--- src/rtl/mult_pkg.sv ---
// Shared types and constants for the multiplier's BCD/binary conversion paths.
package mult_pkg;

  typedef enum logic [1:0] {IDLE, CONV, DONE} b2b_state_t;

  localparam logic [3:0] BCD_DIGIT_MAX = 4'd9;
  localparam logic [3:0] BCD_ADJ       = 4'd3;

endpackage

--- src/rtl/bcd_nibble_adjust.sv ---
// Reverse double-dabble digit correction: subtract 3 from a nibble that is >= 8.
module bcd_nibble_adjust
  import mult_pkg::*;
(
  input  logic [3:0] nib,
  output logic [3:0] adj
);

  // nib >= 8 is exactly nib[3]; the subtraction can never underflow.
  always_comb begin
    adj = nib;
    if (nib[3]) adj = nib - BCD_ADJ;
  end

endmodule

--- src/rtl/bcd_binary.sv ---
// Sequential BCD-to-binary converter: one reverse double-dabble shift/adjust per clock.
module bcd_binary
  import mult_pkg::*;
#(
  parameter int DIGITS = 4,
  parameter int BIN_W  = 14
) (
  input  logic                  clk,
  input  logic                  reset,
  input  logic [4*DIGITS-1:0]   bcd_in,
  input  logic                  in_valid,
  output logic                  in_ready,
  output logic [BIN_W-1:0]      bin_out,
  output logic                  err,
  output logic                  out_valid,
  input  logic                  out_ready
);

  localparam int BCD_W = 4 * DIGITS;
  localparam int SR_W  = BCD_W + BIN_W;
  localparam int CNT_W = (BIN_W > 1) ? $clog2(BIN_W) : 1;

  b2b_state_t        state, state_nxt;
  logic [SR_W-1:0]   sr, sr_nxt, sr_shift, sr_adj;
  logic [CNT_W-1:0]  cnt, cnt_nxt;
  logic              err_r, err_nxt;
  logic              bad_digit;

  assign sr_shift = sr >> 1;
  assign sr_adj[BIN_W-1:0] = sr_shift[BIN_W-1:0];

  for (genvar g = 0; g < DIGITS; g++) begin : g_adj
    bcd_nibble_adjust u_adj (
      .nib (sr_shift[BIN_W+4*g +: 4]),
      .adj (sr_adj[BIN_W+4*g +: 4])
    );
  end

  always_comb begin
    bad_digit = 1'b0;
    for (int unsigned i = 0; i < DIGITS; i++) begin
      if (bcd_in[4*i +: 4] > BCD_DIGIT_MAX) bad_digit = 1'b1;
    end
  end

  always_ff @(posedge clk or posedge reset) begin
    if (reset) begin
      state <= IDLE;
      sr    <= '0;
      cnt   <= '0;
      err_r <= 1'b0;
    end else begin
      state <= state_nxt;
      sr    <= sr_nxt;
      cnt   <= cnt_nxt;
      err_r <= err_nxt;
    end
  end

  always_comb begin
    state_nxt = state;
    sr_nxt    = sr;
    cnt_nxt   = cnt;
    err_nxt   = err_r;
    case (state)
      IDLE: begin
        if (in_valid) begin
          // Binary field loads as zero, so an illegal operand already reads back 0.
          sr_nxt  = {bcd_in, {BIN_W{1'b0}}};
          cnt_nxt = '0;
          err_nxt = bad_digit;
          state_nxt = bad_digit ? DONE : CONV;
        end
      end
      CONV: begin
        sr_nxt  = sr_adj;
        cnt_nxt = cnt + CNT_W'(1);
        if (cnt == CNT_W'(BIN_W - 1)) state_nxt = DONE;
      end
      DONE: begin
        if (out_ready) state_nxt = IDLE;
      end
      default: state_nxt = IDLE;
    endcase
  end

  assign in_ready  = (state == IDLE);
  assign out_valid = (state == DONE);
  assign bin_out   = sr[BIN_W-1:0];
  assign err       = err_r;

endmodule

--- config.mk ---
export PLATFORM = sky130hd
export DESIGN_NAME = bcd_binary
export DESIGN_NICKNAME = d
export VERILOG_FILES = /design/src/rtl/mult_pkg.sv /design/src/rtl/bcd_nibble_adjust.sv /design/src/rtl/bcd_binary.sv
export SDC_FILE = /design/constraint.sdc
export NUM_CORES = 1
export LEC_CHECK = 0
export ABC_AREA = 1
export CAP_MARGIN = 20
export CORE_UTILIZATION = 50
export CTS_CLUSTER_SIZE = 10
export DETAILED_ROUTE_END_ITERATION = 12
export PLACE_DENSITY_LB_ADDON = 0.05
export SYNTH_ARGS = -nofsm -noshare
export SYNTH_HDL_FRONTEND = slang
export SYNTH_SLANG_ARGS = --single-unit
--- constraint.sdc ---
create_clock -name clk -period 1.63 [get_ports clk]
set_input_delay 0.163 -clock clk [delete_from_list [all_inputs] [get_ports clk]]
set_output_delay 0.163 -clock clk [all_outputs]
set_load 0.02 [all_outputs]
==> flow_summary.ini, run 1 <==
[synth]
synth_edf_count = 0
synthDistinctLibCells = 24
synth_warnings = 0
synth_flop_cell = dfrtp_1
avgSynthCellArea_sq_um = 8.60
synthXorXnorAreaFrac = 0.0341
synthTopCellsByArea = dfrtp_1 45%, nand2_1 8.2%, inv_1 6.4%
synthMuxAreaShare = 0
async_flop_share = 1.00
synthSimpleGateAreaFrac = 0.156
ys_ff_latch = 37
synth_cells = 239
yosysTopAreaCell = dfrtp_1
syn_area_sq_um = 2060
yosys.area.top_type_share = 0.450
synth_top_family_by_area = compound AO/OA/AOI/OAI gates
synthAdderAreaFrac = 0.0304
seq_area_frac_synth = 0.450
synth-compound-area-share = 0.166
synth_nets = 264

[clocking]
cts-root-buf = clkbuf_8
ctsHtreeMaxLevel = 2
ctsLongestPathBuffers = 2
clkSinkCount = 37
clkLatencyLatePin_ns = 0.28
post_cts_buffers = 0
clk_pin_slew_ns = 0.07
numCtsBuffers = 5
cts_tree = done

[pwr]
leakage_nw = 1.11
p_per_area_nw_per_um2 = 1380
power.total_mw = 3.35
vdd_ir_drop_max_uv = 817

[layout]
fillers = 351
antennaDiodeCount = 0
multiInputGateArea_sq_um = 796
drive_gt1_frac = 0.0974
layout_commonest_cell = nand2_1
num-nets-final = 291
regArea_sq_um = 926
area_delta_synth_final_pct = 18.2
mostFrequentLayoutCells = 45 x nand2_1, 37 x dfrtp_1, 35 x inv_1

[sta]
setup_viol_count_final = 0
fin_setup_tns_ns = 0
slew_viol_final = 0
fin_crit_sh = 0.889
rsz0062_at_grt = no
fin_crit_ns = 1.45
relSlewSlack = 0.696
fin_worst_skew_ns = 0.00342
fmax_ghz = 0.690
hold_viol_final = 0
worstMarginPinSlew_ns = 0.455

[drt]
routed_wirelength_microns = 3590
wl_per_cell_microns = 11.4
ant_nets = 0
drc_errors = 0
drt-initial-drc-count = 67
first_pass_iters = 4
vias = 1547
via_per_inst = 4.91

[grt]
antenna_found_initial = 0
grt_util_all_layers = 0.192
grt_first_pass_wirelength_microns = 6190
gr-total-overflow = 0
grt_max_degree = 38
grt_pass1_vias = 1407

[critical_path]
worstSetupPathType = register to output pin
crit_path_end_kind = output pin
crit_fanout = 7
crit_chain = nor2_1, dlygate4sd2_1
cp.arrival_ns = 1.29
cp.required_ns = 1.47
cp_slowest_stage_delay_ns = 0.46
start_kind = register
crit_path_top_delay_cell = dfrtp_1

[floorplanning]
ios = 37
die_w_microns = 66.1
placementRows = 22
die_h_microns = 66.1
start_util = 0.541
die-area_sq_um = 4370
core_area_sq_um = 3800

[placed_design]
dpl.hpwl_microns = 2600
portBuffers = 36
gp_congestion = 0.798

[min_path]
hold_class = input port to asynchronous set/reset pin

[run_status]
outcome = finished, final reports clean

[job]
drv_cap = 0
[state kept, by name, indices dropped and copies added, names as in the netlist]
name / count
sr: 30
err: 1
cnt: 4
state: 2
[metal layers]
metal  up-vias  GRT usage  part of all wire
li1        801          -                 -
met5         -          0                 0
met2        32      0.281              0.44
met3         6     0.0414             0.043
met1       708      0.271              0.50
met4         0     0.0878             0.016
[synthesized netlist by cell type (4+ instances only)]
cell and n:
buf_4 15, nor2_1 27, o21ai_0 13, buf_2 5, nand2_1 45, o21ai_1 4
o22ai_1 15, ha_1 5, dfrtp_1 37, nand3_1 6, xor2_1 7, inv_1 35
[worst max-delay path: cells and delay by family (launching register included)]
| kind | cells | cell delay (ns) |
|---|---|---|
| buf+inv | 1 | 0.36 |
| flops | 1 | 0.46 |
| simple gates | 1 | 0.19 |
[kinds of logic after synthesis]
kind of cell	Yosys count
AO/OA/AOI/OAI	46
XOR/XNOR	8
adder cells (fa/ha/maj)	5
buffers and inverters	62
flip-flops	37
AND/OR/NAND/NOR	81
[cell type report]
cell class / instances / share of cell area
clock buffer: 6 / 0.0299
clock inverter: 2 / 0.00618
inverter: 38 / 0.0587
multi-input combinational: 140 / 0.327
sequential: 37 / 0.381
tap: 48 / 0.0247
timing repair buffer: 44 / 0.172
[power by group]
| part | total, mW | internal (mW) | switching [mW] |
|---|---|---|---|
| sequential | 1.44 | 1.17 | 0.276 |
| combinational | 1.29 | 0.558 | 0.730 |
| clock | 0.618 | 0.301 | 0.317 |
| total | 3.35 | 2.02 | 1.32 |
[stage by stage]
| stage | util | std cells | instance area [sq um] | hold WS, ns | setup WS [ns] |
|---|---|---|---|---|---|
| 5_1_grt | 0.640 | 315 | 2430 | 0.342 | 0.126 |
| 4_1_cts | 0.640 | 315 | 2430 | 0.304 | 0.165 |
| 6_report | 0.640 | 315 | 2430 | 0.280 | 0.181 |
| 2_1_floorplan | - | 239 | 2060 | 0.331 | 0.314 |
| 3_5_place_dp | 0.617 | 307 | 2340 | 0.470 | 0.199 |
| 3_3_place_gp | 0.617 | 307 | 2340 | 0.465 | 0.184 |
[what timing repair did]
action,in CTS,in global routing
hold buffers,0,0
gates resized for setup,2,0
endpoints found under the setup margin,2,0
[final timing paths]
kind                                 start  endpoint  slack (ns)  cells after the start
worst max-delay path              state[0]  in_ready        0.18                      2
worst min-delay path                 reset    sr[11]        0.28                      3
worst max register to register    state[0]    cnt[2]        0.25                      5
worst min register to register      sr[21]    sr[21]        0.49                      2
max in group asynchronous            reset    sr[27]        1.02                      3
min in group clk                bcd_in[15]    sr[29]        0.46                      3
Power figures use the tool's default switching activity.
==> run 2, diff against run 1 <==
PLACE_DENSITY = 0.77   (was unset)
PLACE_DENSITY_LB_ADDON = unset   (was 0.05)
==> run 2 against run 1 <==
Clock skew hardly changed. Critical path depth stayed put. First-iteration DRC count is 10% higher. Combinational power is 4% higher. Non-clock buffer count is 1 lower. Register-to-register slack better by 0.04 ns. Power is 2.6% higher. Routed wire length is 7.8% higher. Worst setup slack worse by 0.059 ns. Die area stayed put. Critical path type unchanged. Critical endpoint unchanged. Largest cell class unchanged. Highest routed layer unchanged.
==> flow_summary.ini, run 2 (same netlist as run 1, synthesis figures left out) <==
[drt]
ant_nets = 0
drc_errors = 0
routed_wirelength_microns = 3870
wl_per_cell_microns = 12.3
vias = 1559
drt-initial-drc-count = 74
first_pass_iters = 4
via_per_inst = 4.96

[sta]
setup_viol_count_final = 0
hold_slack_ns = 0.270
worstMarginPinSlew_ns = 0.454
hold_viol_final = 0
fin_crit_sh = 0.925
fin_worst_skew_ns = 0.00386
relSlewSlack = 0.697
slew_viol_final = 0
rsz0062_at_grt = no
fin_setup_tns_ns = 0
fin_crit_ns = 1.51
fmax_ghz = 0.663

[floorplanning]
start_util = 0.541
die-area_sq_um = 4370
die_h_microns = 66.1
ios = 37
die_w_microns = 66.1
placementRows = 22
core_area_sq_um = 3800

[job]
drv_cap = 0

[clocking]
clk_pin_slew_ns = 0.08
numCtsBuffers = 5
clkSinkCount = 37
cts-root-buf = clkbuf_8
ctsHoldBuffers = 0
clkLatencyLatePin_ns = 0.29
ctsLongestPathBuffers = 2
cts_tree = done
post_cts_buffers = 0
ctsHtreeMaxLevel = 2

[layout]
top_register = sr
antennaDiodeCount = 0
drive_gt1_frac = 0.0977
layout_commonest_cell = nand2_1
largest_reg_flops = 30
reg_top3 = sr (30), cnt (4), state (2)
mostFrequentLayoutCells = 45 x nand2_1, 37 x dfrtp_1, 35 x inv_1
num-nets-final = 290
area_delta_synth_final_pct = 19.2

[pwr]
leakage_nw = 1.13
p_per_area_nw_per_um2 = 1400
vdd_ir_drop_max_uv = 930

[critical_path]
worstSetupPathType = register to output pin
cp.arrival_ns = 1.35
crit_path_end_kind = output pin
reg2reg_depth = 5
cp.required_ns = 1.47
r2r_slack_ns = 0.29
crit_fanout = 7
start_kind = register

[grt]
grt_pass1_vias = 1516
antenna_found_initial = 0
gr-total-overflow = 0
grt_max_degree = 38
grt_first_pass_wirelength_microns = 6670
grt_util_all_layers = 0.208

[run_status]
outcome = finished, final reports clean

[placed_design]
gp_congestion = 0.843
dpl.hpwl_microns = 2780
portBuffers = 36

[min_path]
hold_class = input port to asynchronous set/reset pin
==> run 2: cell types whose count changed in the layout (fill, tap and decap cells not counted) <==
cell        previous run  this run
clkinvlp_4             2         1
clkinv_2               0         1
buf_4                  8         5
buf_12                 0         2
inv_6                  0         1
clkbuf_1               1         0
==> run 2: timing repair <==
action                                  CTS  global route
endpoints found under the setup margin    2             0
resized for setup                         2             0
hold endpoints to repair                  0             0
==> run 2: worst paths after layout <==
kind / from / end
worst min register to register: sr[17] / sr[17]
worst max-delay path: state[0] / in_ready
max in group asynchronous: reset / sr[24]
min in group clk: bcd_in[15] / sr[29]
worst min-delay path: reset / sr[11]
worst max register to register: state[0] / cnt[1]
==> run 2: power by group <==
part / total, mW / internal, mW / switching [mW] / leakage (nW)
registers: 1.45 / 1.16 / 0.281 / 0.481
clock network: 0.649 / 0.303 / 0.346 / 0.0445
logic: 1.34 / 0.577 / 0.763 / 0.601
==> run 2: layout make-up <==
class                           count  area (sq um)
Inverter                           38           143
Multi-Input combinational cell    140           796
Clock buffer                        5          68.8
Clock inverter                      3          21.3
Sequential cell                    37           926
Fill cell                         332          1350
Timing Repair Buffer               43           435
Tap cell                           48          60.1
==> run 2: per-stage QoR <==
| stage | setup WS [ns] | utilization | instance area (sq um) | total power, mW | instances |
|---|---|---|---|---|---|
| 3_5_place_dp | 0.182 | 0.622 | 2360 | 2.82 | 306 |
| 3_3_place_gp | 0.192 | 0.622 | 2360 | 2.76 | 306 |
| 6_report | 0.122 | 0.645 | 2450 | 3.44 | 314 |
| 5_1_grt | 0.0727 | 0.645 | 2450 | 3.73 | 314 |
| 2_1_floorplan | 0.314 | - | 2060 | 2.45 | 239 |
| 4_1_cts | 0.136 | 0.645 | 2450 | 3.45 | 314 |
==> run 2: layer usage <==
layer,part of all wire,wire [microns],global-route usage,up-vias
met3,0.031,121,0.0466,5
met2,0.48,1860,0.349,26
met1,0.47,1830,0.258,729
met4,0.013,52,0.0798,0
met5,0,0,0,-
li1,-,-,-,799
==> run 2: critical path: stages (launching register included) <==
cell and delay (ns):
dfrtp_1 0.47, nor2_1 0.22, dlygate4sd2_1 0.36
==> run 3, diff against run 2 <==
ABC_AREA = unset   (was 1)
CORE_UTILIZATION = 45   (was 50)
PLACE_DENSITY = 0.71   (was 0.77)
==> run 3 against run 2 <==
Core utilization down 5.8 points. Synthesized cell count shrank 23%. Clock power is 44% higher.
==> flow_summary.ini, run 3 <==
[clocking]
cts_tree = done
numCtsBuffers = 5
ctsHoldBuffers = 0
cts-root-buf = clkbuf_8
clkLatencyLatePin_ns = 0.29
clk_pin_slew_ns = 0.08
clkSinkCount = 37
ctsLongestPathBuffers = 2
ctsHtreeMaxLevel = 2

[sta]
slew_viol_final = 0
worstMarginPinSlew_ns = 0.523
relSlewSlack = 0.651
fin_setup_tns_ns = 0
fin_worst_skew_ns = 0.00693
fmax_ghz = 0.644
rsz0062_at_grt = no
setup_viol_count_final = 0
fin_crit_sh = 0.953
fin_crit_ns = 1.55
hold_viol_final = 0

[drt]
wl_per_cell_microns = 16.7
via_per_inst = 5.55
first_pass_iters = 4
ant_nets = 0
drt-initial-drc-count = 127
drc_errors = 0
vias = 1476
routed_wirelength_microns = 4450

[critical_path]
reg2reg_depth = 4
cp.required_ns = 1.85
crit_path_end_kind = register
cp.arrival_ns = 1.77
r2r_start = state[0]
r2r-end = cnt[3]
r2r_slack_ns = 0.08
start_kind = register
crit_fanout = 12
worstSetupPathType = register to register

[synth]
synth_most_common_cell = dfrtp_1
syn_area_sq_um = 1890
synth_cells = 184
yosysTopAreaCell = dfrtp_1
synth_warnings = 0
synth_nets = 209
ys_ff_latch = 37
avgSynthCellArea_sq_um = 10.3
synth_flop_cell = dfrtp_1
synthTopCellsByCount = 37 x dfrtp_1, 18 x buf_4, 15 x a22o_1, 15 x nand2_1, 13 x a21oi_1
synth_edf_count = 0
seq_area_frac_synth = 0.490
synthTopCellsByArea = dfrtp_1 49%, buf_4 7.1%, a22o_1 6.9%
yosys.area.top_type_share = 0.490
async_flop_share = 1.00
synthDistinctLibCells = 32

[layout]
area_delta_synth_final_pct = 25.0
top_register = sr
num-nets-final = 240
mostFrequentLayoutCells = 37 x dfrtp_1, 34 x clkdlybuf4s50_1, 15 x nand2_1, 15 x a22o_1, 13 x a21oi_1
reg_top3 = sr (30), cnt (4), state (2)
drive_gt1_frac = 0.106
fin_area_sq_um = 2360
largest_reg_flops = 30
antennaDiodeCount = 0
layout_commonest_cell = dfrtp_1

[job]
drv_cap = 0

[floorplanning]
placementRows = 23
die-area_sq_um = 4460
core_area_sq_um = 4030
die_w_microns = 66.8
ios = 37
die_h_microns = 66.8
start_util = 0.469

[placed_design]
placed_area_sq_um = 2230
dpl.hpwl_microns = 3050
portBuffers = 36
gp_congestion = 0.822

[grt]
grt_pass1_vias = 1505
grt_first_pass_wirelength_microns = 7420
gr-total-overflow = 0
antenna_found_initial = 0
grt_max_degree = 38
grt_util_all_layers = 0.227

[pwr]
power.total_mw = 3.74
vdd_ir_drop_max_uv = 792
leakage_nw = 1.04
p_per_area_nw_per_um2 = 1580

[run_status]
outcome = finished, final reports clean

[min_path]
hold_class = input port to asynchronous set/reset pin
## run 3: final cells by class
type                            count  area, sq um
Clock buffer                        5         68.8
Timing Repair Buffer               48          448
Multi-Input combinational cell    117          771
Inverter                            6         22.5
Tap cell                           50         62.6
Fill cell                         343         1670
Clock inverter                      3         65.1
Sequential cell                    37          926
## run 3: per-layer routing
| metal | global-route usage | vias to the layer above | share of wire |
|---|---|---|---|
| met4 | 0.0559 | 0 | 0.0085 |
| met1 | 0.311 | 741 | 0.46 |
| met3 | 0.0548 | 4 | 0.025 |
| li1 | - | 708 | - |
| met2 | 0.359 | 23 | 0.50 |
| met5 | 0 | - | 0 |
## run 3: power breakdown
group	internal (mW)	leakage, nW	switching, mW
Sequential	1.17	0.474	0.290
Clock	0.608	0.0681	0.325
Combinational	0.647	0.499	0.702
## run 3: worst max-delay path by stage
stage	cells past startpoint	endpoint	from	slack, ns
2_1_floorplan	5	sr[17]	state[1]	0.21
3_3_place_gp	4	cnt[3]	state[0]	0.17
3_5_place_dp	4	cnt[3]	state[0]	0.09
4_1_cts	4	state[1]	state[0]	0.09
5_1_grt	3	sr[18]	state[0]	0.004
6_report	4	cnt[3]	state[0]	0.08
## run 3: what timing repair did
action	4_1_cts	5_1_grt
endpoints found under the setup margin	2	0
buffers inserted	0	0
endpoints found under the hold margin	0	0
gates resized for setup	2	0
## run 3: logic make-up (layout without fill, tap and decap cells)
| kind of cell | after synthesis | in the layout | synth area share |
|---|---|---|---|
| AOI/OAI and AO/OA | 58 | 58 | 0.208 |
| and+or+nand+nor | 44 | 44 | 0.118 |
| DFF | 37 | 37 | 0.490 |
| buffers and inverters | 30 | 62 | 0.103 |
| xor gates and xnor gates | 6 | 6 | 0.0278 |
| adders and majority gates | 5 | 5 | 0.0331 |
| muxes | 4 | 4 | 0.0212 |
## run 3: per-stage QoR
stage / worst slack [ns] / util / hold WS [ns] / std cells
floorplan: 0.213 / - / 0.303 / 184
global placement: 0.172 / 0.554 / 0.447 / 258
detailed placement: 0.0928 / 0.554 / 0.461 / 258
CTS: 0.0942 / 0.587 / 0.291 / 266
global route: 0.00360 / 0.587 / 0.309 / 266
finish: 0.0766 / 0.587 / 0.280 / 266
## run 3: critical path, stage by stage (launching register included)
cell and delay, ns:
dfrtp_1 0.57, nor2b_2 0.42, buf_4 0.25, nand4_1 0.11, o21ai_1 0.13
